### src/rtl/arith_pkg.sv
// Shared types for the multi-cycle arithmetic unit: operation codes, FSM states
// and the default datapath width.
package arith_pkg;

  localparam int WIDTH_DEF = 32;

  typedef enum logic [1:0] {
    OP_ADD  = 2'b00,
    OP_SUB  = 2'b01,
    OP_MULT = 2'b10,
    OP_DIV  = 2'b11
  } op_e;

  typedef enum logic [1:0] {
    IDLE = 2'd0,
    MUL  = 2'd1,
    DIV  = 2'd2
  } state_e;

endpackage

### src/rtl/arith_iter_step.sv
// One combinational iteration of either shift-add multiply or restoring divide
// on a {upper, lower} double-width accumulator.
module arith_iter_step
  import arith_pkg::*;
#(
  parameter int WIDTH = WIDTH_DEF
) (
  input  logic                 div_mode,
  input  logic [2*WIDTH-1:0]   acc_i,
  input  logic [WIDTH-1:0]     opnd_i,
  output logic [2*WIDTH-1:0]   acc_o,
  output logic                 qbit_o
);

  logic [WIDTH:0]   mul_sum;
  logic [WIDTH:0]   rem_sh;
  logic [WIDTH-1:0] rem_diff;
  logic [WIDTH-1:0] rem_nx;
  logic             trial_neg;

  // Multiply: lower half holds the remaining multiplier bits, product grows from the top.
  assign mul_sum   = {1'b0, acc_i[2*WIDTH-1:WIDTH]} + (acc_i[0] ? {1'b0, opnd_i} : '0);

  // Divide: pull the next dividend bit into the partial remainder and trial-subtract.
  assign rem_sh    = {acc_i[2*WIDTH-1:WIDTH], acc_i[WIDTH-1]};
  assign trial_neg = (rem_sh < {1'b0, opnd_i});
  assign rem_diff  = rem_sh[WIDTH-1:0] - opnd_i;
  assign rem_nx    = trial_neg ? rem_sh[WIDTH-1:0] : rem_diff;

  always_comb begin
    qbit_o = ~trial_neg;
    if (div_mode) begin
      // LSB left clear; the caller inserts the quotient bit.
      acc_o = {rem_nx, acc_i[WIDTH-2:0], 1'b0};
    end else begin
      acc_o = {mul_sum, acc_i[WIDTH-1:1]};
    end
  end

endmodule

### src/rtl/arith_unit_seq.sv
// Multi-cycle integer unit: single-cycle ADD/SUB, iterative MULT/DIV with HI/LO results.
// Optional signed MULT/DIV enabled by defining ARITH_SIGNED_MULDIV_EN.
module arith_unit_seq
  import arith_pkg::*;
#(
  parameter int WIDTH = WIDTH_DEF
) (
  input  logic             clk,
  input  logic             rst_n,
  input  logic             start,
  input  logic [1:0]       op,
  input  logic [WIDTH-1:0] a,
  input  logic [WIDTH-1:0] b,
`ifdef ARITH_SIGNED_MULDIV_EN
  input  logic             sgn,
`endif
  output logic             busy,
  output logic             done,
  output logic [WIDTH-1:0] s,
  output logic [WIDTH-1:0] hi,
  output logic [WIDTH-1:0] lo,
  output logic             zero,
  output logic             dbz
);

  localparam int CNT_W = $clog2(WIDTH + 1);
  localparam logic [CNT_W-1:0] CNT_LAST = CNT_W'(WIDTH - 1);
  localparam logic [CNT_W-1:0] CNT_MAX  = CNT_W'(WIDTH);

  state_e             state_q, state_d;
  logic [CNT_W-1:0]   cnt_q, cnt_d;
  logic [2*WIDTH-1:0] acc_q, acc_d;
  logic [WIDTH-1:0]   opnd_q, opnd_d;
  logic [WIDTH-1:0]   s_q, s_d, hi_q, hi_d, lo_q, lo_d;
  logic               zero_q, zero_d, dbz_q, dbz_d, done_q, done_d, busy_q, busy_d;

  logic [WIDTH-1:0]   a_u, b_u, sum_w, dif_w;
  logic [2*WIDTH-1:0] step_acc, step_full;
  logic               step_qbit;
  logic               sgn_run, neg_res, neg_rem;

`ifdef ARITH_SIGNED_MULDIV_EN
  logic sgn_q, sgn_d, nres_q, nres_d, nrem_q, nrem_d;
  logic a_neg, b_neg;

  // Signed ops run the unsigned core on magnitudes and fix signs in one extra cycle.
  assign a_neg   = sgn & a[WIDTH-1];
  assign b_neg   = sgn & b[WIDTH-1];
  assign a_u     = a_neg ? -a : a;
  assign b_u     = b_neg ? -b : b;
  assign sgn_run = sgn_q;
  assign neg_res = nres_q;
  assign neg_rem = nrem_q;
`else
  assign a_u     = a;
  assign b_u     = b;
  assign sgn_run = 1'b0;
  assign neg_res = 1'b0;
  assign neg_rem = 1'b0;
`endif

  assign sum_w = a + b;
  assign dif_w = a + ~b + 1'b1;

  arith_iter_step #(.WIDTH(WIDTH)) u_step (
    .div_mode (state_q == DIV),
    .acc_i    (acc_q),
    .opnd_i   (opnd_q),
    .acc_o    (step_acc),
    .qbit_o   (step_qbit)
  );

  assign step_full = {step_acc[2*WIDTH-1:1], (state_q == DIV) ? step_qbit : step_acc[0]};

  always_comb begin
    logic [2*WIDTH-1:0] fin_src;
    logic [2*WIDTH-1:0] prod;
    logic [WIDTH-1:0]   quo, rem;
    logic               last;

    state_d = state_q;
    cnt_d   = cnt_q;
    acc_d   = acc_q;
    opnd_d  = opnd_q;
    s_d     = s_q;
    hi_d    = hi_q;
    lo_d    = lo_q;
    zero_d  = zero_q;
    dbz_d   = dbz_q;
    done_d  = 1'b0;
`ifdef ARITH_SIGNED_MULDIV_EN
    sgn_d   = sgn_q;
    nres_d  = nres_q;
    nrem_d  = nrem_q;
`endif
    fin_src = (cnt_q == CNT_MAX) ? acc_q : step_full;
    prod    = neg_res ? -fin_src : fin_src;
    quo     = neg_res ? -fin_src[WIDTH-1:0] : fin_src[WIDTH-1:0];
    rem     = neg_rem ? -fin_src[2*WIDTH-1:WIDTH] : fin_src[2*WIDTH-1:WIDTH];
    last    = (cnt_q == CNT_MAX) || ((cnt_q == CNT_LAST) && !sgn_run);

    case (state_q)
      IDLE: begin
        if (start) begin
`ifdef ARITH_SIGNED_MULDIV_EN
          sgn_d  = sgn;
          nres_d = a_neg ^ b_neg;
          nrem_d = a_neg;
`endif
          case (op_e'(op))
            OP_ADD: begin
              s_d    = sum_w;
              zero_d = (sum_w == '0);
              done_d = 1'b1;
            end
            OP_SUB: begin
              s_d    = dif_w;
              zero_d = (dif_w == '0);
              done_d = 1'b1;
            end
            OP_MULT: begin
              acc_d   = {{WIDTH{1'b0}}, b_u};
              opnd_d  = a_u;
              cnt_d   = '0;
              state_d = MUL;
            end
            OP_DIV: begin
              if (b == '0) begin
                hi_d   = a;
                lo_d   = '1;
                dbz_d  = 1'b1;
                zero_d = 1'b0;
                done_d = 1'b1;
              end else begin
                acc_d   = {{WIDTH{1'b0}}, a_u};
                opnd_d  = b_u;
                cnt_d   = '0;
                state_d = DIV;
              end
            end
            default: ;
          endcase
        end
      end
      MUL, DIV: begin
        // Counter stops at WIDTH; the extra cycle there is the signed fix-up.
        if (cnt_q != CNT_MAX) begin
          acc_d = step_full;
          cnt_d = cnt_q + 1'b1;
        end
        if (last) begin
          state_d = IDLE;
          done_d  = 1'b1;
          dbz_d   = 1'b0;
          if (state_q == MUL) begin
            {hi_d, lo_d} = prod;
            zero_d       = (prod == '0);
          end else begin
            hi_d   = rem;
            lo_d   = quo;
            zero_d = (quo == '0);
          end
        end
      end
      default: state_d = IDLE;
    endcase

    busy_d = (state_d != IDLE);
  end

  always_ff @(posedge clk or posedge rst_n) begin
    if (rst_n) begin
      state_q <= IDLE;
      cnt_q   <= '0;
      acc_q   <= '0;
      opnd_q  <= '0;
      s_q     <= '0;
      hi_q    <= '0;
      lo_q    <= '0;
      zero_q  <= 1'b0;
      dbz_q   <= 1'b0;
      done_q  <= 1'b0;
      busy_q  <= 1'b0;
`ifdef ARITH_SIGNED_MULDIV_EN
      sgn_q   <= 1'b0;
      nres_q  <= 1'b0;
      nrem_q  <= 1'b0;
`endif
    end else begin
      state_q <= state_d;
      cnt_q   <= cnt_d;
      acc_q   <= acc_d;
      opnd_q  <= opnd_d;
      s_q     <= s_d;
      hi_q    <= hi_d;
      lo_q    <= lo_d;
      zero_q  <= zero_d;
      dbz_q   <= dbz_d;
      done_q  <= done_d;
      busy_q  <= busy_d;
`ifdef ARITH_SIGNED_MULDIV_EN
      sgn_q   <= sgn_d;
      nres_q  <= nres_d;
      nrem_q  <= nrem_d;
`endif
    end
  end

  assign busy = busy_q;
  assign done = done_q;
  assign s    = s_q;
  assign hi   = hi_q;
  assign lo   = lo_q;
  assign zero = zero_q;
  assign dbz  = dbz_q;

endmodule

### config.mk
export PLATFORM = sky130hd
export DESIGN_NAME = arith_unit_seq
export DESIGN_NICKNAME = d
export VERILOG_FILES = /design/src/rtl/arith_pkg.sv /design/src/rtl/arith_iter_step.sv /design/src/rtl/arith_unit_seq.sv
export SDC_FILE = /design/constraint.sdc
export NUM_CORES = 1
export LEC_CHECK = 0
export BUFFER_PORTS_ARGS = -buffer_cell sky130_fd_sc_hd__clkbuf_2
export CELL_PAD_IN_SITES_DETAIL_PLACEMENT = 0
export CELL_PAD_IN_SITES_GLOBAL_PLACEMENT = 1
export CORE_AREA = 4 4 222 224
export CTS_CLUSTER_SIZE = 10
export DETAILED_ROUTE_END_ITERATION = 8
export DIE_AREA = 0 0 226 228
export PLACE_DENSITY = 0.76
export SLEW_MARGIN = 25
export SYNTH_ARGS = -nofsm -noshare
export SYNTH_HDL_FRONTEND = slang
export SYNTH_HIERARCHICAL = 1
export SYNTH_SLANG_ARGS = --single-unit
### constraint.sdc
create_clock -name clk -period 10.2 [get_ports clk]
set_clock_uncertainty 0.05 [all_clocks]
set_input_delay 1.02 -clock clk [delete_from_list [all_inputs] [get_ports clk]]
set_output_delay 1.02 -clock clk [all_outputs]
set_load 0.05 [all_outputs]
==> run_results.csv <==
group,metric,value,unit
status,status,"complete, no violations",
clock_tree,cts_resized,0,
drt,drt_wl_total,68800,um
clock_tree,cts-root-to-sink-buffers,3,
sta,final_max_slew_viol_count,0,
global_route,grt_max_degree,139,
synth,netlist_instances,2423,
drt,drc,0,
placed_design,portBuffers,168,
synth,async_flop_share,100,%
sta,fmax,0.175,GHz
setup_path,worst_path_max_delay_cell,"mux2i_1",
synth,synth_edf_count,0,
global_route,grtUsageTotal,25.8,%
clock_tree,cts_tree,"done",
sta,final-hold-violation-count,0,
setup_path,end_kind,"flop",
sta,tns,0,ns
clock_tree,worstSkewPairLatency,0.58,ns
hold_path,hold_class,"reg2reg",
clock_tree,cts_setup_buffers,0,
global_route,grt_pass1_vias,17800,
power_and_ir_drop,power,7.13,mW
power_and_ir_drop,peakVddDrop,0.000213,V
cells_and_area,syn2layout_area_growth,11.8,%
synth,synth_warnings,6,
cells_and_area,final_nets,2697,
floorplan,io_pins,169,
floorplan,start_util,39.6,%
drt,vias,18600,
clock_tree,cts_hold_buffers,0,
sta,post-route-period-util,55.9,%
floorplan,die_h,228,um
placed_design,dp_hpwl,52800,um
clock_tree,clock_sinks,204,
drt,wire_per_inst,22.0,um
setup_path,crit_path_max_incr_delay,0.59,ns
setup_path,startpoint_type,"flop",
cells_and_area,drive_gt1_share,12.5,%
synth,netlist_area,18800,um^2
synth,synth-main-ff-cell,"dfrtp_1",
clock_tree,clk_pin_slew,0.06,ns
setup_path,path_cells,"ha_1, o21a_1, o31a_1, a21oi_1, o21a_1, a211o_1, and2_1, inv_2, nand2_1, o211ai_1, o21ai_0, mux2i_1, nand4_1, nor4_1, nand2_1, a221o_1, o31ai_1, a22o_1, a41oi_1, nand2_1",
drt,antenna_left,0,
setup_path,cp.required,10.67,ns
drt,firstDrtPassIters,5,
setup_path,cp_top_family,"compound AO/OA/AOI/OAI gates",
synth,synth-seq-cells,204,
sta,hold_ws,0.422,ns
synth,synth_seq_area_share,27.2,%
hold_path,worstHoldPathCells,1,
run,drv_cap,0,
drt,first_iter_violations,1575,
sta,relSlewSlack,32.3,%
sta,finalCriticalPeriod,5.70,ns
sta,finalSetupViolCount,0,
sta,grt_setup_unrepaired,"false",
setup_path,cp.depth,20,
setup_path,critPathKind,"reg2reg",
setup_path,worstPathMaxFanout,35,
power_and_ir_drop,p_leak,9.79,nW
synth,syn-mean-instance-area,7.74,um^2
power_and_ir_drop,p_per_area,340,nW/um^2
global_route,gr-total-overflow,0,
floorplan,die_w,226,um
global_route,antenna_found_initial,2,
synth,synth.distinct_cells,88,
setup_path,worst-path-buf-inv,1,
sta,worst_pin_slew,1.01,ns
setup_path,rr_worst_depth,20,
floorplan,row_count,80,
clock_tree,clockRootBuffer,"clkbuf_16",
setup_path,crit_top_cell,"nand2_1",
global_route,grt_pass1_wl,106000,um
drt,viasPerCell,5.96,
clock_tree,numCtsBuffers,28,
placed_design,gp_congestion,0.990,
setup_path,cp.arrival,6.17,ns
clock_tree,cts.htree.levels,1,
synth,synth_nets,2628,
floorplan,core_area,47300,um^2
floorplan,dieArea,51500,um^2
-- registers in the layout (all words and copies together) (netlist names) --
signal   count
dbz          1
zero         1
hi          32
done         1
busy         1
state_q      2
lo          32
opnd_q      32
s           32
cnt_q        6
acc_q       64
-- metal layers --
metal / share of wire [%] / up-vias / GRT usage, % / wire (um)
li1: - / 8848 / - / -
met1: 44 / 9015 / 36.2 / 30400
met2: 45 / 652 / 40.8 / 31100
met3: 6.9 / 112 / 3.60 / 4730
met4: 3.7 / 2 / 8.88 / 2530
met5: 0.026 / - / 0 / 18
-- cell usage after synthesis (15+ instances only) --
cell,number,area (um^2)
a211oi_1,20,150
a21o_1,68,510
a21oi_1,196,981
a22o_1,16,140
a22oi_1,20,150
a31oi_1,55,344
and2_1,45,282
and3_1,17,106
clkbuf_1,120,450
dfrtp_1,204,5100
ha_1,132,1650
inv_1,110,413
mux2_2,36,405
mux2i_1,82,821
nand2_1,358,1340
nand2b_1,17,106
nand3_1,36,180
nand4_1,22,138
nor2_1,141,529
nor2b_1,20,125
nor3_1,27,135
nor4_1,40,250
o211ai_1,35,263
o21a_1,17,128
o21ai_0,234,1170
o21ai_1,25,125
o21bai_1,15,113
o31ai_1,19,143
xnor2_1,80,701
xor2_1,25,219
-- cell type report --
type | instances | area [um^2]
Multi-Input combinational cell | 1952 | 12700
Timing Repair Buffer | 185 | 988
Inverter | 121 | 468
Sequential cell | 204 | 5100
Clock buffer | 36 | 751
Fill cell | 4816 | 26400
Tap cell | 615 | 769
Clock inverter | 10 | 191
Antenna cell | 2 | 5.00
-- path summary, 6_finish.rpt --
kind,start,end,slack [ns]
worst max-delay path,acc_q[33],zero,4.50
worst min-delay path,lo[19],lo[19],0.42
worst max register to register,acc_q[33],zero,4.50
worst min register to register,lo[19],lo[19],0.42
max in group asynchronous,rst_n,acc_q[52],8.11
min in group asynchronous,rst_n,cnt_q[3],0.52
-- where the power goes --
| group | total [mW] | switching (mW) | internal (mW) |
|---|---|---|---|
| Sequential | 1.53 | 0.347 | 1.18 |
| Clock | 1.03 | 0.390 | 0.639 |
| Combinational | 4.57 | 3.12 | 1.45 |
| Total | 7.13 | 3.85 | 3.27 |
-- per-stage QoR --
step,utilization (%),cells,instance area (um^2),worst slack [ns]
after detailed placement,42.2,3077,20000,4.58
after CTS,44.2,3123,20900,4.55
after floorplan,-,2423,18800,3.56
after global placement,42.2,3076,20000,4.62
after global routing,44.3,3124,21000,4.21
final,44.3,3125,21000,4.50
-- placed cells by master (no fill, tap or decap), types with 26 or more instances in the layout --
| master | n |
|---|---|
| inv_1 | 109 |
| nor3_1 | 26 |
| xnor2_1 | 80 |
| ha_1 | 130 |
| o211ai_1 | 35 |
| a31oi_1 | 55 |
| clkbuf_16 | 28 |
| mux2i_1 | 82 |
| o21ai_0 | 233 |
| clkbuf_2 | 168 |
| mux2_2 | 36 |
| nand3_1 | 35 |
| nor2_1 | 140 |
| dfrtp_1 | 204 |
| a21o_1 | 67 |
| a21oi_1 | 196 |
| nand2_1 | 356 |
| and2_1 | 43 |
| nor4_1 | 40 |
-- logic make-up after synthesis --
family                   share of synthesized area [%]
flip-flops                                        27.2
multiplexers                                      6.60
adder cells (fa/ha/maj)                           9.23
AO/OA/AOI/OAI                                     27.8
buffers and inverters                             5.44
AND/OR/NAND/NOR                                   18.8
XOR/XNOR                                          4.90
No activity file was read; power rests on OpenSTA's default activity.
